$ cat src/rtl/i2c_target_rx.sv
// Write-only I2C target receiver: oversampled SCL/SDA, START/STOP detection, address match,
// ACK of matching writes and a one-cycle strobe per received data byte.
module i2c_target_rx #(
   parameter logic [6:0]  ADDR        = 7'h50,
   parameter int unsigned SYNC_STAGES = 2
) (
   input  logic       clk,
   input  logic       rst,
   input  logic       i2c_scl,
   input  logic       i2c_sda_in,
   output logic       i2c_sda_oe,
   output logic [7:0] rx_data,
   output logic       rx_valid,
   output logic       addr_hit,
   output logic       stop_det,
   output logic       busy
);

   typedef enum logic [2:0] {StIdle, StAddr, StAckA, StData, StAckD, StIgnore} state_e;

   // Synchroniser chains preset to 1 so reset release looks like an idle bus
   logic [SYNC_STAGES-1:0] r_scl_sync, r_sda_sync;
   logic                   r_scl, r_sda;

   always_ff @(posedge clk or negedge rst) begin
      if (!rst) begin
         r_scl_sync <= '1;
         r_sda_sync <= '1;
         r_scl      <= 1'b1;
         r_sda      <= 1'b1;
      end else begin
         r_scl_sync <= {r_scl_sync[SYNC_STAGES-2:0], i2c_scl};
         r_sda_sync <= {r_sda_sync[SYNC_STAGES-2:0], i2c_sda_in};
         r_scl      <= r_scl_sync[SYNC_STAGES-1];
         r_sda      <= r_sda_sync[SYNC_STAGES-1];
      end
   end

   logic w_scl, w_sda, w_scl_rise, w_scl_fall, w_start, w_stop;

   assign w_scl      = r_scl_sync[SYNC_STAGES-1];
   assign w_sda      = r_sda_sync[SYNC_STAGES-1];
   assign w_scl_rise = w_scl & ~r_scl;
   assign w_scl_fall = ~w_scl & r_scl;
   assign w_start    = w_scl & r_scl & r_sda & ~w_sda;
   assign w_stop     = w_scl & r_scl & ~r_sda & w_sda;

   state_e     r_state, w_state_nxt;
   logic [2:0] r_cnt, w_cnt_nxt;
   logic [7:0] r_shift, w_shift_nxt, w_byte;
   logic       r_ack_drv, w_ack_drv_nxt;
   logic       r_sda_oe, w_sda_oe_nxt;
   logic [7:0] r_rx_data, w_rx_data_nxt;
   logic       r_rx_valid, w_rx_valid_nxt;
   logic       r_addr_hit, w_addr_hit_nxt;
   logic       r_stop_det, w_stop_det_nxt;
   logic       r_busy, w_busy_nxt;

   assign w_byte = {r_shift[6:0], w_sda};

   always_ff @(posedge clk or negedge rst) begin
      if (!rst) begin
         r_state    <= StIdle;
         r_cnt      <= 3'd7;
         r_shift    <= 8'h00;
         r_ack_drv  <= 1'b0;
         r_sda_oe   <= 1'b0;
         r_rx_data  <= 8'h00;
         r_rx_valid <= 1'b0;
         r_addr_hit <= 1'b0;
         r_stop_det <= 1'b0;
         r_busy     <= 1'b0;
      end else begin
         r_state    <= w_state_nxt;
         r_cnt      <= w_cnt_nxt;
         r_shift    <= w_shift_nxt;
         r_ack_drv  <= w_ack_drv_nxt;
         r_sda_oe   <= w_sda_oe_nxt;
         r_rx_data  <= w_rx_data_nxt;
         r_rx_valid <= w_rx_valid_nxt;
         r_addr_hit <= w_addr_hit_nxt;
         r_stop_det <= w_stop_det_nxt;
         r_busy     <= w_busy_nxt;
      end
   end

   always_comb begin
      w_state_nxt    = r_state;
      w_cnt_nxt      = r_cnt;
      w_shift_nxt    = r_shift;
      w_ack_drv_nxt  = r_ack_drv;
      w_sda_oe_nxt   = r_sda_oe;
      w_rx_data_nxt  = r_rx_data;
      w_rx_valid_nxt = 1'b0;
      w_addr_hit_nxt = r_addr_hit;
      w_stop_det_nxt = 1'b0;
      w_busy_nxt     = r_busy;

      // Bus conditions override whatever the byte/ACK machinery is doing
      if (w_stop) begin
         w_state_nxt    = StIdle;
         w_sda_oe_nxt   = 1'b0;
         w_ack_drv_nxt  = 1'b0;
         w_addr_hit_nxt = 1'b0;
         w_busy_nxt     = 1'b0;
         w_stop_det_nxt = 1'b1;
      end else if (w_start) begin
         w_state_nxt    = StAddr;
         w_cnt_nxt      = 3'd7;
         w_sda_oe_nxt   = 1'b0;
         w_ack_drv_nxt  = 1'b0;
         w_addr_hit_nxt = 1'b0;
         w_busy_nxt     = 1'b1;
      end else begin
         case (r_state)
            StAddr, StData: begin
               if (w_scl_rise) begin
                  w_shift_nxt = w_byte;
                  if (r_cnt == 3'd0) begin
                     w_ack_drv_nxt = 1'b0;
                     if (r_state == StAddr) begin
                        w_state_nxt = (w_byte[7:1] == ADDR && !w_byte[0]) ? StAckA : StIgnore;
                     end else begin
                        w_rx_data_nxt  = w_byte;
                        w_rx_valid_nxt = 1'b1;
                        w_state_nxt    = StAckD;
                     end
                  end else begin
                     w_cnt_nxt = r_cnt - 3'd1;
                  end
               end
            end
            // First falling edge grabs SDA, the next one (end of 9th clock) lets go
            StAckA, StAckD: begin
               if (w_scl_fall) begin
                  if (!r_ack_drv) begin
                     w_sda_oe_nxt  = 1'b1;
                     w_ack_drv_nxt = 1'b1;
                  end else begin
                     w_sda_oe_nxt  = 1'b0;
                     w_ack_drv_nxt = 1'b0;
                     w_cnt_nxt     = 3'd7;
                     w_state_nxt   = StData;
                     if (r_state == StAckA) w_addr_hit_nxt = 1'b1;
                  end
               end
            end
            StIgnore: w_sda_oe_nxt = 1'b0;
            StIdle:   w_sda_oe_nxt = 1'b0;
            default:  w_state_nxt  = StIdle;
         endcase
      end
   end

   assign i2c_sda_oe = r_sda_oe;
   assign rx_data    = r_rx_data;
   assign rx_valid   = r_rx_valid;
   assign addr_hit   = r_addr_hit;
   assign stop_det   = r_stop_det;
   assign busy       = r_busy;

endmodule

$ cat config.mk
export PLATFORM = sky130hd
export DESIGN_NAME = i2c_target_rx
export DESIGN_NICKNAME = d
export VERILOG_FILES = /design/src/rtl/i2c_target_rx.sv
export SDC_FILE = /design/constraint.sdc
export NUM_CORES = 1
export LEC_CHECK = 0
export BUFFER_PORTS_ARGS = -buffer_cell sky130_fd_sc_hd__buf_2
export CORE_ASPECT_RATIO = 0.5
export CORE_MARGIN = 2
export CORE_UTILIZATION = 46
export DETAILED_ROUTE_END_ITERATION = 7
export GPL_TIMING_DRIVEN = 0
export MAX_ROUTING_LAYER = met4
export PLACE_DENSITY = 0.62
export SYNTH_ARGS = -nofsm -noshare
export SYNTH_HDL_FRONTEND = slang
export SYNTH_SLANG_ARGS = --single-unit
$ cat constraint.sdc
create_clock -name clk -period 3.5 [get_ports clk]
set_input_delay 0.7 -clock clk [delete_from_list [all_inputs] [get_ports clk]]
set_output_delay 0.7 -clock clk [all_outputs]
set_load 0.01 [all_outputs]
Yosys cells after proc, flatten, opt, wreduce, memory -nomap -nowiden --
Cells that the tools add are included.
Word-level totals: flip-flop bits (word level) 33, memories 0, ROM bits 0, output and inout port bits 13, latch bits 0, bits in writable memories 0
Operators by class: order comparisons 0, shift operators 0, multiplexer cells 40, $mul 0, div/mod/pow operators 0, $add $sub $neg 1, equal/unequal tests 15, reduce and logical (&&, ||, !) cells 22, bitwise logic cells 14
Operator list (number):
- 3-bit two-way mux | 13
- 1-bit two-way mux | 23
- 4-bit inequality test (second input constant) | 4
- 3-bit nonzero test | 5
- 3-bit inequality test (second input constant) | 4
- 4-bit AND reduction | 3
- 6-bit AND reduction | 2
- 3-bit one-hot mux with 3 select lines | 1
- 4-bit nonzero test | 2
- 1-bit AND | 7
- 7-bit equality test (second input constant) | 1
- 1-bit NOT | 7
- 3-bit by 2-bit equality test with 1-bit output (second input constant) | 2
- 3-bit equality test (second input constant) | 2
- 3-bit zero test | 2
- 3-bit one-hot mux with 2 select lines | 1
- 2-bit OR reduction | 3
- 5-bit AND reduction | 1
- 1-bit one-hot mux with 2 select lines | 2
- 3-bit by 1-bit equality test with 1-bit output (second input constant) | 1
- 3-bit by 1-bit inequality test with 1-bit output (second input constant) | 1
- 3-bit by 1-bit subtractor with 3-bit output (second input constant) | 1
- 2-bit AND reduction | 1
- 2-bit nonzero test | 1
- 2 further kinds | 2

Logic depth before layout (Yosys ltp) --
Gate-level depths: netlist (run 1).
depth after elaboration 9, mapped depth 6, mapped depth without buffers 6

Worst setup path after synthesis (run 1) --
OpenSTA, ideal clock, no wires.
path type register -> register, from reg r_scl_sync[1], to reg r_rx_data[0] (netlist: rx_data[0]), setup slack 1.722 ns, stages on the path, launching flop included 7, library setup time 0.125 ns, required time 3.375 ns, arrival 1.653 ns, period minus slack after synthesis 1.778 ns, cell sequence dfstp_2 -> buf_2 -> and4bb_1 -> buf_6 -> and3_4 -> buf_12 -> mux2_4
On the way: word-level cells in the longest chain between the ends 5, elaborated cells on any way between the ends 9, those cells by class 8 x bitwise; 1 x reduce/logical
Ends and longest elaborated chain:
- start, declared | line 22 | logic [SYNC_STAGES-1:0] r_scl_sync, r_sda_sync;
- start signal, assigned | line 32 | r_scl_sync <= {r_scl_sync[SYNC_STAGES-2:0], i2c_scl};
- 1-bit AND | line 45, 46
- 1-bit AND (on tied branches) (2 in a row) | line 45, 46
- 1-bit NOT (no line)
- 6-bit AND reduction (no line) *
- end signal, assigned | line 79 | r_rx_data <= w_rx_data_nxt;
- end, declared | line 53 | logic [7:0] r_rx_data, w_rx_data_nxt;
Mark *: on every way between the ends. The rest lies on a longest branch, timed or not. A chain may end at the register's enable or synchronous reset.

Worst setup path after layout (run 1) --
from reg r_scl_sync[1], to reg r_rx_data[3] (netlist: rx_data[3])
Same word-level chain as after synthesis.

==> results of run 1 <==
critical path, cell delays in order, from the launching register on:
cell,delay (ps)
dfstp_2,530
buf_2,220
and4bb_1,260
buf_6,170
and3_4,210
buf_12,140
mux2_4,300
where the power goes:
group / internal [W] / leakage (nW) / switching, W
combinational: 0.0000958 / 0.418 / 0.000107
clock: 0.000211 / 0.0552 / 0.000136
sequential: 0.000445 / 0.424 / 0.0000378
total: 0.000752 / 0.898 / 0.000281
worst max path at each step:
stage / startpoint / to / slack, ps
finish: r_scl_sync[1]$_DFF_PN1_ / rx_data[3]$_DFFE_PN0P_ / 1560
global route: r_scl_sync[1]$_DFF_PN1_ / rx_data[1]$_DFFE_PN0P_ / 1490
CTS: r_scl_sync[1]$_DFF_PN1_ / rx_data[2]$_DFFE_PN0P_ / 1550
detailed placement: r_scl_sync[1]$_DFF_PN1_ / rx_data[6]$_DFFE_PN0P_ / 1580
global placement: r_scl_sync[1]$_DFF_PN1_ / rx_data[5]$_DFFE_PN0P_ / 1590
floorplan: r_scl_sync[1]$_DFF_PN1_ / rx_data[0]$_DFFE_PN0P_ / 1720
layer usage:
| metal | routed length [µm] | share of wire, % | track usage [%] |
|---|---|---|---|
| met1 | 1590 | 55 | 25.5 |
| met3 | 152 | 5.2 | 5.98 |
| met4 | 15 | 0.51 | 4.62 |
| met5 | 0 | 0 | - |
| met2 | 1150 | 40 | 22.7 |
sequential cells by signal, summed over array words and instances (netlist names):
signal	count
busy	1
r_sda_sync	2
rx_data	8
addr_hit	1
r_scl_sync	2
r_sda	1
r_shift	7
r_ack_drv	1
i2c_sda_oe	1
r_scl	1
stop_det	1
r_cnt	3
r_state	3
rx_valid	1
metrics by stage:
step / cells / hold WS [ps]
after global placement: 196 / 345
after detailed placement: 196 / 348
after CTS: 204 / 357
final: 204 / 357
after floorplan: 129 / 345
after global routing: 204 / 363
placed cells by master, fill, tap and decap left out, types with 3 or more instances in the layout:
master    synthesis  layout
dfrtp_1          24      24
a21oi_1           5       5
mux2_1            8       8
nand2_1           7       7
nor2_1            3       3
clkbuf_8          0       5
o21ai_0           3       3
dfstp_2           9       9
mux2_4            8       8
buf_2             4      20
inv_1             6       6
nand3_1           3       3
nor2b_1           3       3
layout make-up:
cell class                 instances  share of cell area [%]
clock buffer                       6                    3.88
multi-input combinational         81                    36.6
timing repair buffer              16                    4.29
sequential                        33                    44.8
inverter                           7                    1.41
buffer                             8                    3.75
clock inverter                     2                    1.88
tap                               51                    3.42
kinds of logic (layout without fill, tap and decap cells):
kind of cell | after synthesis | after routing
mux | 18 | 18
buf+inv | 15 | 39
xor+xnor | 3 | 3
fa+ha+maj | 3 | 3
flops | 33 | 33
compound gates | 25 | 25
simple gates | 32 | 32
==> out/qor.yml, run 1 <==
finish:
  multi_input_area_um2: 683
  fill_cells: 299
  drive_above_1_share_pct: 35.9
  final_cell_area_mm2: 0.00187
  syn_to_final_growth_pct: 15.6
  diodes: 0
  final_util_pct: 55.0
  seq_area_um2: 837
  layout.nets: 158
synth:
  synth_seq_cells: 33
  synth-edff-count: 0
  synthXorXnorAreaFrac_pct: 1.63
  synthDistinctLibCells: 48
  ys_seq_area_share_pct: 51.8
  synth_fp_nets: 135
  avgSynthCellArea_um2: 12.5
  yosysTopAreaCell: "dfrtp_1"
  synth_area_leaders: "dfrtp_1 (37%), dfstp_2 (15%), mux2_4 (7.4%)"
  synth_commonest_cells: "dfrtp_1 (24), dfstp_2 (9), mux2_1 (8), mux2_4 (8), nand2_1 (7)"
  ys.flop_type: "dfrtp_1"
  syn-instance-count: 129
  async_flop_share_pct: 100
  synth_most_common_cell: "dfrtp_1"
  synth.top_cell.area_share_pct: 37.2
  synth_simple_gate_area_share_pct: 12.9
  yosys-mux-area-fraction_pct: 14.3
  syn-cell-area_mm2: 0.00162
  synth_top_family_by_area: "multiplexers"
  yosys_warnings: 0
  synthAdderAreaFrac_pct: 2.24
  synth_compound_area_share_pct: 11.1
cts:
  clk_latency_ps: 280
  cts_setup_buffers: 0
  cts_hold_buffers: 0
  h-tree-depth: 2
  cts_resized: 0
  cts_root_buf: "clkbuf_8"
  clk_pin_slew_worst_paths_ps: 60
  cts_max_path_buffers: 2
  cts_buffers: 5
  cts.sinks: 33
  cts_tree: "built"
critical_path:
  critPathMaxFanout: 10
  reg2reg_to: "rx_data[3]$_DFFE_PN0P_"
  crit_required_ps: 3660
  timing.reg2reg.setup_slack_ps: 1560
  r2r_start: "r_scl_sync[1]$_DFF_PN1_"
  cp-start-kind: "flop"
  critPathArrivalTime_ps: 2110
  path_class: "reg -> reg"
  reg2reg_depth: 6
  crit_path_end_kind: "flop"
min_path:
  min_path_cells: 0
  worstHoldStart: "r_sda_sync[0]$_DFF_PN1_"
  hold_end: "r_sda_sync[1]$_DFF_PN1_"
  hold_path_class: "reg -> reg"
placement:
  place_ws_ps: 1580
  io_buffers: 16
  gp_congestion: 0.867
  place_area_mm2: 0.00176
  hpwl_mm: 1.97
floorplan:
  start_util_pct: 47.6
  dieArea_mm2: 0.00403
  fp.coreArea_mm2: 0.00340
  dieHeight_um: 45.9
  placementRows: 15
  die_x_um: 87.8
  pin_count: 17
sta:
  fin_crit_ps: 1940
  maxSlewViolCount: 0
  hold_violations: 0
  tightest_slew_ps: 726
  finalCritPeriodShare_pct: 55.5
  slew_headroom_pct: 51.6
  rsz0062_at_grt: "false"
  fin_worst_skew_ps: 9.94
  finalWorstSetupSlack_ps: 1560
  setup_viol: 0
  setup_tns_ps: 0
  fmax_ghz: 0.514
job:
  maxCapViolCount: 0
routing:
  drc: 0
  via_per_inst: 5.06
  dr_total_vias: 1032
  drtPass1Iterations: 4
  post_drt_wl_per_cell_um: 14.3
  drt_first_iter_violations: 38
  routed_wl_mm: 2.91
  ant_nets: 0
global_routing:
  grt_max_degree: 34
  grt_pass1_wl_mm: 4.88
  first_global_vias: 964
  grt_use_total_pct: 17.5
  antenna_found_initial: 0
  overflow: 0
pwr:
  finalPower_w: 0.00103
  p_per_area_mw_per_mm2: 553
  vdd_drop_max_mv: 0.245
  p_leak_nw: 0.898
status:
  status: "finished, final reports clean"
(Power assumes the default switching activity.)
==> run 2: changes to the inputs <==
- PLACE_DENSITY: 0.62 -> 0.64
- clock period: 3.5 -> 1.7 ns (I/O delays scaled with it)
==> run 2 against run 1 <==
  * The flow now finishes with violations (negative setup slack)
  * Sequential power up 110%
  * Setup slack worse by 1600 ps
  * Die area unchanged
  * Non-clock buffer count up 8
  * Largest power group unchanged
  * Highest routed layer unchanged
==> out/qor.yml, run 2 (synthesis results as in run 1) <==
status:
  status: "finished with violations"
  violations: "negative setup slack"
critical_path:
  reg2reg_depth: 6
  critPathArrivalTime_ps: 1920
  path_class: "reg -> reg"
  critPathMaxFanout: 9
  crit_end: "rx_data[4]$_DFFE_PN0P_"
  crit_required_ps: 1880
  reg2reg_to: "rx_data[4]$_DFFE_PN0P_"
  crit_slowest_cell: "dfstp_2"
  crit_path_end_kind: "flop"
  crit_path_max_incr_delay_ps: 550
  r2r_start: "r_scl_sync[1]$_DFF_PN1_"
  startpoint: "r_scl_sync[1]$_DFF_PN1_"
  cp_common_cell: "buf_6"
  timing.reg2reg.setup_slack_ps: -40
  cp-start-kind: "flop"
  path_cells: "buf_6, and4bb_1, buf_6, and3_4, buf_12, mux2_4"
cts:
  cts_hold_buffers: 0
  cts.sinks: 33
  cts_root_buf: "clkbuf_8"
  cts_buffers: 5
  clk_latency_ps: 290
  h-tree-depth: 2
  cts_tree: "built"
  cts_max_path_buffers: 2
  clk_pin_slew_worst_paths_ps: 70
pwr:
  internal_power_w: 0.00162
  pwr-share-seq_pct: 44.3
  p_leak_nw: 0.942
  switching_share_pct: 28.6
  vdd_drop_max_mv: 0.657
  p_per_area_mw_per_mm2: 1140
  comb_power_share_pct: 22.8
  p_switching_w: 0.000650
  clockPowerShare_pct: 32.9
finish:
  mostFrequentLayoutCells: "dfrtp_1 (24), buf_2 (19), dfstp_2 (9)"
  syn_to_final_growth_pct: 23.1
  multi_input_area_um2: 728
  final_common_cell: "dfrtp_1"
  diodes: 0
  layout.nets: 166
  seq_area_um2: 837
  largest_reg_flops: 8
  drive_above_1_share_pct: 46.0
  fill_cells: 275
floorplan:
  pin_count: 17
  die_x_um: 87.8
  fp.coreArea_mm2: 0.00340
  start_util_pct: 47.6
  dieArea_mm2: 0.00403
  dieHeight_um: 45.9
  placementRows: 15
sta:
  setup_viol: 11
  setup_tns_ps: -359
  maxSlewViolCount: 0
  fin_worst_skew_ps: 4.43
  tightest_slew_ps: 706
  fmax_ghz: 0.573
  finalCritPeriodShare_pct: 103
  slew_headroom_pct: 52.9
  rsz0062_at_grt: "true"
  hold_violations: 0
  finalWorstSetupSlack_ps: -43.8
  fin_crit_ps: 1740
routing:
  routed_wl_mm: 3.01
  drc: 0
  via_per_inst: 5.18
  ant_nets: 0
  drtPass1Iterations: 5
  post_drt_wl_per_cell_um: 14.2
  dr_total_vias: 1099
  drt_first_iter_violations: 91
min_path:
  hold_path_class: "in -> async"
global_routing:
  first_global_vias: 1042
  antenna_found_initial: 0
  overflow: 0
  grt_pass1_wl_mm: 5.01
  grt_max_degree: 34
  grt_use_total_pct: 17.8
placement:
  gp_congestion: 0.851
  place_ws_ps: -117
  hpwl_mm: 1.92
  io_buffers: 16
job:
  maxCapViolCount: 0
-- run 2: cell types whose count changed in the layout (fill, tap and decap cells not counted), moves of 2 or more --
cell / before / now
buf_4: 1 / 8
buf_6: 2 / 4
inv_1: 6 / 4
inv_2: 1 / 3
-- run 2: repair_timing --
action                                  in CTS  in global routing
gates cloned                                 1                  0
endpoints found under the setup margin      10                 12
buffers inserted                             7                  0
hold endpoints to repair                     0                  0
pin swaps                                    5                  0
resized for setup                            5                  5
-- run 2: metal layers --
metal	GRT usage [%]	vias up	share of wire (%)
met2	25.0	24	45
met5	-	-	0
met1	23.4	543	49
met3	5.98	7	4.4
met4	8.31	0	1.8
li1	-	525	-
-- run 2: worst min path at each step --
stage / start / endpoint / slack, ps / depth (start not counted)
after floorplan: rst / addr_hit$_DFFE_PN0P_ / 40 / 0
after global placement: r_scl_sync[0]$_DFF_PN1_ / r_scl_sync[1]$_DFF_PN1_ / 350 / 0
after detailed placement: r_sda_sync[0]$_DFF_PN1_ / r_sda_sync[1]$_DFF_PN1_ / 350 / 0
after CTS: rst / r_shift[2]$_DFFE_PN0P_ / 120 / 1
after global routing: i2c_sda_in / r_sda_sync[0]$_DFF_PN1_ / 130 / 1
final: rst / rx_data[5]$_DFFE_PN0P_ / 90 / 1
-- run 2: critical path, delay by kind of cell, from the launching register on --
family	cells	cell delay (ps)
flops	1	550
simple gates	2	420
buf+inv	3	360
mux	1	300
-- run 2: final cells by class --
class | instances | share of cell area (%)
buffer | 8 | 3.96
timing repair buffer | 24 | 7.10
sequential | 33 | 42.0
multi-input combinational | 81 | 36.6
inverter | 7 | 1.32
tap | 51 | 3.21
clock buffer | 5 | 3.46
clock inverter | 3 | 2.33
-- run 2: power groups by stage --
stage                     Clock (W)  Combinational, W  Sequential (W)
after floorplan                   0          0.000341         0.00100
after global placement            0          0.000423         0.00102
after detailed placement          0          0.000434         0.00102
after CTS                  0.000773          0.000500         0.00101
after global routing       0.000807          0.000581         0.00102
final                      0.000748          0.000519         0.00101
-- run 2: per-stage QoR --
| stage | utilization [%] | cell area, µm² | cells | hold WS [ps] | power [W] |
|---|---|---|---|---|---|
| after floorplan | - | 1630 | 129 | 44.4 | 0.00134 |
| after global placement | 52.3 | 1780 | 196 | 346 | 0.00144 |
| after detailed placement | 52.3 | 1780 | 196 | 347 | 0.00145 |
| after CTS | 57.8 | 1960 | 212 | 120 | 0.00228 |
| after global routing | 58.6 | 1990 | 212 | 126 | 0.00241 |
| final | 58.6 | 1990 | 212 | 92.5 | 0.00227 |
